--- config.mk ---
export PLATFORM = sky130hd
export DESIGN_NAME = qsys_serial_target
export DESIGN_NICKNAME = d
export VERILOG_FILES = /design/src/rtl/qsys_serial_target.sv
export SDC_FILE = /design/constraint.sdc
export NUM_CORES = 1
export LEC_CHECK = 0
export CORE_ASPECT_RATIO = 1.5
export CORE_MARGIN = 3
export CORE_UTILIZATION = 55
export DETAILED_ROUTE_END_ITERATION = 8
export PLACE_DENSITY = 0.82
export SLEW_MARGIN = 5
export SYNTH_ARGS = -nofsm -noshare
export SYNTH_HDL_FRONTEND = slang
export SYNTH_SLANG_ARGS = --single-unit
--- constraint.sdc ---
create_clock -name csi_MCLK_clk -period 5.8 [get_ports csi_MCLK_clk]
set_input_delay 0.58 -clock csi_MCLK_clk [delete_from_list [all_inputs] [get_ports csi_MCLK_clk]]
set_output_delay 0.58 -clock csi_MCLK_clk [all_outputs]
set_load 0.02 [all_outputs]
--- src/rtl/qsys_serial_target.sv ---
// qsys_serial_target: serial-to-local-bus bridge target.
// A host shifts a 64-bit request frame in on sdi (MSB first) while holding sle.
// The target performs one local write or read, pulses srdy, then shifts the
// 64-bit response out on sdo (MSB first), one bit per clock.
//
// Optional feature macro: QSYS_SERIAL_TARGET_PARITY_EN
//   defined   - frame bit 62 is checked as even parity over bits 63 and 61:0.
//               A bad frame skips the local access and is answered with
//               response bit 62 = 1 and data 0.
//   undefined - bit 62 is ignored and response bit 62 is always 0.
//
// Ports:
//   csi_MCLK_clk     clock
//   rsi_MRST_reset   asynchronous active-high reset
//   sdi, sle         serial request data and frame-active strobe
//   sdo, srdy        serial response data and response-ready pulse
//   loc_address      local address (ADDRESS_SIZE bits)
//   loc_writedata    local write data
//   loc_write        local write strobe
//   loc_read         local read strobe
//   loc_readdata     local read data
//   loc_waitrequest  local stall
//   frame_err_count  saturating count of aborted request frames
module qsys_serial_target #(
  parameter int unsigned ADDRESS_SIZE = 8
) (
  input  logic                    csi_MCLK_clk,
  input  logic                    rsi_MRST_reset,
  input  logic                    sdi,
  input  logic                    sle,
  output logic                    sdo,
  output logic                    srdy,
  output logic [ADDRESS_SIZE-1:0] loc_address,
  output logic [31:0]             loc_writedata,
  output logic                    loc_write,
  output logic                    loc_read,
  input  logic [31:0]             loc_readdata,
  input  logic                    loc_waitrequest,
  output logic [7:0]              frame_err_count
);

  localparam int unsigned FRAME_W = 64;
  localparam int unsigned DATA_W  = 32;
  localparam int unsigned CNT_W   = 7;
  localparam int unsigned ERR_W   = 8;

  localparam logic [2:0] ST_IDLE      = 3'd0;
  localparam logic [2:0] ST_SHIFT_IN  = 3'd1;
  localparam logic [2:0] ST_EXEC      = 3'd2;
  localparam logic [2:0] ST_RESPOND   = 3'd3;
  localparam logic [2:0] ST_SHIFT_OUT = 3'd4;

  logic [2:0]              state_q, state_d;
  logic [FRAME_W-1:0]      shreg_q, shreg_d;
  logic [CNT_W-1:0]        cnt_q, cnt_d;
  logic                    perr_q, perr_d;
  logic                    sdo_d, srdy_d;
  logic [ADDRESS_SIZE-1:0] addr_d;
  logic [DATA_W-1:0]       wdata_d;
  logic                    write_d, read_d;
  logic [ERR_W-1:0]        err_d;

  logic [FRAME_W-1:0]      frame_in_c;
  logic [FRAME_W-1:0]      resp_c;
  logic                    perr_in_c;

  // Request frame as it will look once the current sdi bit is shifted in.
  assign frame_in_c = {shreg_q[FRAME_W-2:0], sdi};

  // Even parity over the whole frame: any odd count of ones is an error.
`ifdef QSYS_SERIAL_TARGET_PARITY_EN
  assign perr_in_c = ^frame_in_c;
`else
  assign perr_in_c = 1'b0;
`endif

  // Response frame; loc_readdata is taken on the clock that ends EXEC.
  always_comb begin
    resp_c                        = '0;
    resp_c[FRAME_W-1]             = 1'b1;
    resp_c[FRAME_W-2]             = perr_q;
    resp_c[DATA_W +: ADDRESS_SIZE] = loc_address;
    if (!perr_q) begin
      resp_c[DATA_W-1:0] = shreg_q[FRAME_W-1] ? loc_writedata : loc_readdata;
    end
  end

  // Next-state and registered-output logic.
  always_comb begin
    state_d = state_q;
    shreg_d = shreg_q;
    cnt_d   = cnt_q;
    perr_d  = perr_q;
    sdo_d   = 1'b0;
    srdy_d  = 1'b0;
    addr_d  = loc_address;
    wdata_d = loc_writedata;
    write_d = 1'b0;
    read_d  = 1'b0;
    err_d   = frame_err_count;

    case (state_q)
      ST_IDLE: begin
        if (sle) begin
          shreg_d = {{(FRAME_W-1){1'b0}}, sdi};
          cnt_d   = CNT_W'(1);
          state_d = ST_SHIFT_IN;
        end
      end

      ST_SHIFT_IN: begin
        if (!sle) begin
          state_d = ST_IDLE;
          shreg_d = '0;
          cnt_d   = '0;
          if (frame_err_count != {ERR_W{1'b1}}) begin
            err_d = frame_err_count + ERR_W'(1);
          end
        end else begin
          shreg_d = frame_in_c;
          cnt_d   = cnt_q + CNT_W'(1);
          if (cnt_q == CNT_W'(FRAME_W - 1)) begin
            // 64th bit: launch the local access in the same edge.
            state_d = ST_EXEC;
            cnt_d   = '0;
            perr_d  = perr_in_c;
            addr_d  = frame_in_c[DATA_W +: ADDRESS_SIZE];
            wdata_d = frame_in_c[DATA_W-1:0];
            write_d = !perr_in_c && frame_in_c[FRAME_W-1];
            read_d  = !perr_in_c && !frame_in_c[FRAME_W-1];
          end
        end
      end

      ST_EXEC: begin
        if (perr_q || !loc_waitrequest) begin
          state_d = ST_RESPOND;
          srdy_d  = 1'b1;
          shreg_d = resp_c;
        end else begin
          write_d = loc_write;
          read_d  = loc_read;
        end
      end

      ST_RESPOND: begin
        state_d = ST_SHIFT_OUT;
        sdo_d   = shreg_q[FRAME_W-1];
        shreg_d = {shreg_q[FRAME_W-2:0], 1'b0};
        cnt_d   = CNT_W'(1);
      end

      ST_SHIFT_OUT: begin
        // cnt_q counts response bits already presented on sdo.
        if (cnt_q == CNT_W'(FRAME_W)) begin
          state_d = ST_IDLE;
          shreg_d = '0;
          cnt_d   = '0;
          perr_d  = 1'b0;
        end else begin
          sdo_d   = shreg_q[FRAME_W-1];
          shreg_d = {shreg_q[FRAME_W-2:0], 1'b0};
          cnt_d   = cnt_q + CNT_W'(1);
        end
      end

      default: begin
        state_d = ST_IDLE;
        shreg_d = '0;
        cnt_d   = '0;
      end
    endcase
  end

  // State and output registers.
  always_ff @(posedge csi_MCLK_clk or posedge rsi_MRST_reset) begin
    if (rsi_MRST_reset) begin
      state_q         <= ST_IDLE;
      shreg_q         <= '0;
      cnt_q           <= '0;
      perr_q          <= 1'b0;
      sdo             <= 1'b0;
      srdy            <= 1'b0;
      loc_address     <= '0;
      loc_writedata   <= '0;
      loc_write       <= 1'b0;
      loc_read        <= 1'b0;
      frame_err_count <= '0;
    end else begin
      state_q         <= state_d;
      shreg_q         <= shreg_d;
      cnt_q           <= cnt_d;
      perr_q          <= perr_d;
      sdo             <= sdo_d;
      srdy            <= srdy_d;
      loc_address     <= addr_d;
      loc_writedata   <= wdata_d;
      loc_write       <= write_d;
      loc_read        <= read_d;
      frame_err_count <= err_d;
    end
  end

endmodule
==> run metrics <==
RSZ-0062 raised after global routing=no; starting density of the core=approximately 57%; clk root buf=clkbuf_16; post_cts resized=0; CP Cell Sequence=or3b_1, a31oi_4, a21o_2, a221o_1; Post-synth ARST share=100%; H-Tree Depth=4; Crit path max-delay family=compound AO/OA/AOI/OAI gates; Worst Setup Start Kind=flip-flop; Routed WL per cell=between 15 and 20 µm; Max-Slew Margin vs Limit=around a fifth; maxcap violations=0; pwr dens=about 290 nW/µm²; drt pass-1 iters=5; final setup vio count=0; fmax=0.376 GHz; Post-Place Cells=~620; final period utilization=a little under half; WP data required=6.13 ns; vias in the first global route=4243; total CTS buffers=17; GP Congestion=0.802; YS warnings=0; post-synth top area cell=dfrtp_1; total gr overflow=0; antenna violations before repair=0; post-route ant nets=0; Worst Hold Class=reg -> reg; buffer and inverter count on the worst path=0; DRC viols=0; Seq/Total Area, Yosys=between 50% and 60%; critical path type=reg -> reg; wire length of the first global-routing pass=20.8 mm; post-DP HPWL=between 7 and 8 mm; status=finished clean; peak supply drop=about 0.22 mV; Post-synth EDFFs=0; Tot GR Track Use=between 20% and 30%; largest net degree at the start of global routing=between 70 and 80; R2R setup slack=3.14 ns; setup TNS=0 ns; minimum clock period=2.66 ns; Worst-Skew Late Latency=slightly above 0.4 ns; Clock transition at path regs=0.05 ns; CP max FO=62; fin cells=around 650; Mean Syn Cell Area=12.7 µm²; clk sink count=about 130; I/O pin count=89; IO buf count=between 80 and 90; Critical Path AT=around 3.0 ns; Final Slew Violations=0; Synth Instances=between 400 and 500; diode count=0; Critical Path Sink Type=flip-flop; Site Rows=44; Hold Vio Cnt, Final=0; Die X=88.1 µm; Synth area leaders=dfrtp_1 (57%), mux2_2 (8.1%), a221o_1 (5.6%); Post-Syn Area=~5600 µm²; Synth Flop Type=dfrtp_1; Net Count, Synth=479; Iter 0 DRT Violations=between 200 and 250; top-area cell type share of the netlist area=56.7%; P_leak=between 0.003 and 0.004 µW; setup ws final=around 3.1 ns; synthesis-to-layout area growth=27.2%; core area=between 9000 and 10000 µm²; Post-synth top cells=dfrtp_1 (126), mux2_2 (40), nor2_1 (40); hold buffer count at CTS=0; CTS tree=built; routed vias=roughly 4000; Nets=roughly 560; pre-CTS WS=3.13 ns; slowest stage delay, CP=approximately 0.94 ns; full die area=~11000 µm²; Distinct cells, synth=between 40 and 50; slowest CP cell=a21o_2; Worst Tran Pin Value=around 1.2 ns; #FFs+latches synth=approximately 130; CTS Buffer Depth=2; layout cell share with drive strength beyond 1=about 15%; skew final=0.00785 ns; Post-CTS Setup Inserts=0; cell with the most instances after synthesis=dfrtp_1; Vias per Instance=about 6.2; die height=between 100 and 150 µm; total wire length=12.7 mm; Finished Core Util=~73%
==> worst paths after layout <==
path | from | end | cells after the start
worst min-delay path | shreg_q[58] | shreg_q[59] | 1
max in group asynchronous | rsi_MRST_reset | loc_writedata[20] | 3
min in group asynchronous | rsi_MRST_reset | loc_writedata[13] | 2
worst min register to register | shreg_q[58] | shreg_q[59] | 1
worst max register to register | state_q[1] | shreg_q[24] | 4
worst max-delay path | state_q[1] | shreg_q[24] | 4
==> registers in the layout, indices dropped and copies added (netlist names) <==
register,cells
loc_writedata,32
sdo,1
loc_write,1
state_q,3
frame_err_count,8
shreg_q,64
loc_address,8
cnt_q,7
srdy,1
loc_read,1
==> cells in the final DEF, fill, tap and decap left out, types with 2 or more instances in the layout <==
cell,count
ha_1,3
mux2_1,2
inv_1,5
a21oi_1,4
o21ai_0,10
nand2b_1,2
a221o_1,31
bufinv_16,3
clkdlybuf4s50_1,88
nand4_1,3
nand3_1,8
nor3_1,4
a21o_1,10
clkbuf_1,2
clkbuf_8,6
dfrtp_1,125
a22o_1,32
nand3b_1,3
nor2b_1,5
nor2_1,40
clkbuf_16,17
xor2_1,6
nand2_1,18
mux2i_1,31
o211ai_1,3
mux2_2,40
buf_4,4
a211oi_1,3
==> power breakdown <==
| group | total, µW | leakage (µW) | switching [µW] | internal [µW] |
|---|---|---|---|---|
| registers | 881 | 0.00174 | 0.329 | 881 |
| clock network | 1100 | 0.000301 | 360 | 739 |
| logic | 54.3 | 0.00121 | 27.4 | 27.0 |
==> final cells by class <==
class | instances | area (µm²)
Clock buffer | 25 | 515
Clock inverter | 5 | 103
Fill cell | 667 | 2670
Inverter | 7 | 28.8
Multi-Input combinational cell | 277 | 2220
Sequential cell | 126 | 3150
Tap cell | 115 | 144
Timing Repair Buffer | 92 | 911
==> metal layers <==
metal | wire length, µm | track usage (%) | share of wire [%]
met5 | 0 | 0 | 0
met3 | 589 | 6.30 | 4.6
met1 | 5010 | 28.4 | 39
met4 | 155 | 7.47 | 1.2
met2 | 6980 | 41.5 | 55
==> worst register-to-register path, stage by stage (launching register included) <==
cell and delay, ns:
dfrtp_1 0.55, or3b_1 0.46, a31oi_4 0.30, a21o_2 0.94, a221o_1 0.34
==> cell families (layout without fill, tap and decap cells) <==
group	Yosys count	count (layout)	share of synthesized area, %
AO/OA/AOI/OAI	104	104	15.8
adder cells (fa/ha/maj)	3	3	0.675
AND/OR/NAND/NOR	90	90	7.81
flip-flops	126	126	56.7
buffers and inverters	36	129	3.74
multiplexers	73	73	14.1
XOR/XNOR	7	7	1.10
==> through the flow <==
stage	power [µW]	hold slack [ns]	instance area (µm²)
after floorplan	918	0.466	5560
after global placement	950	0.485	6450
after detailed placement	951	0.485	6450
after CTS	2040	0.501	7070
after global routing	2090	0.519	7070
final	2030	0.499	7070
Power figures use the tool's default switching activity.
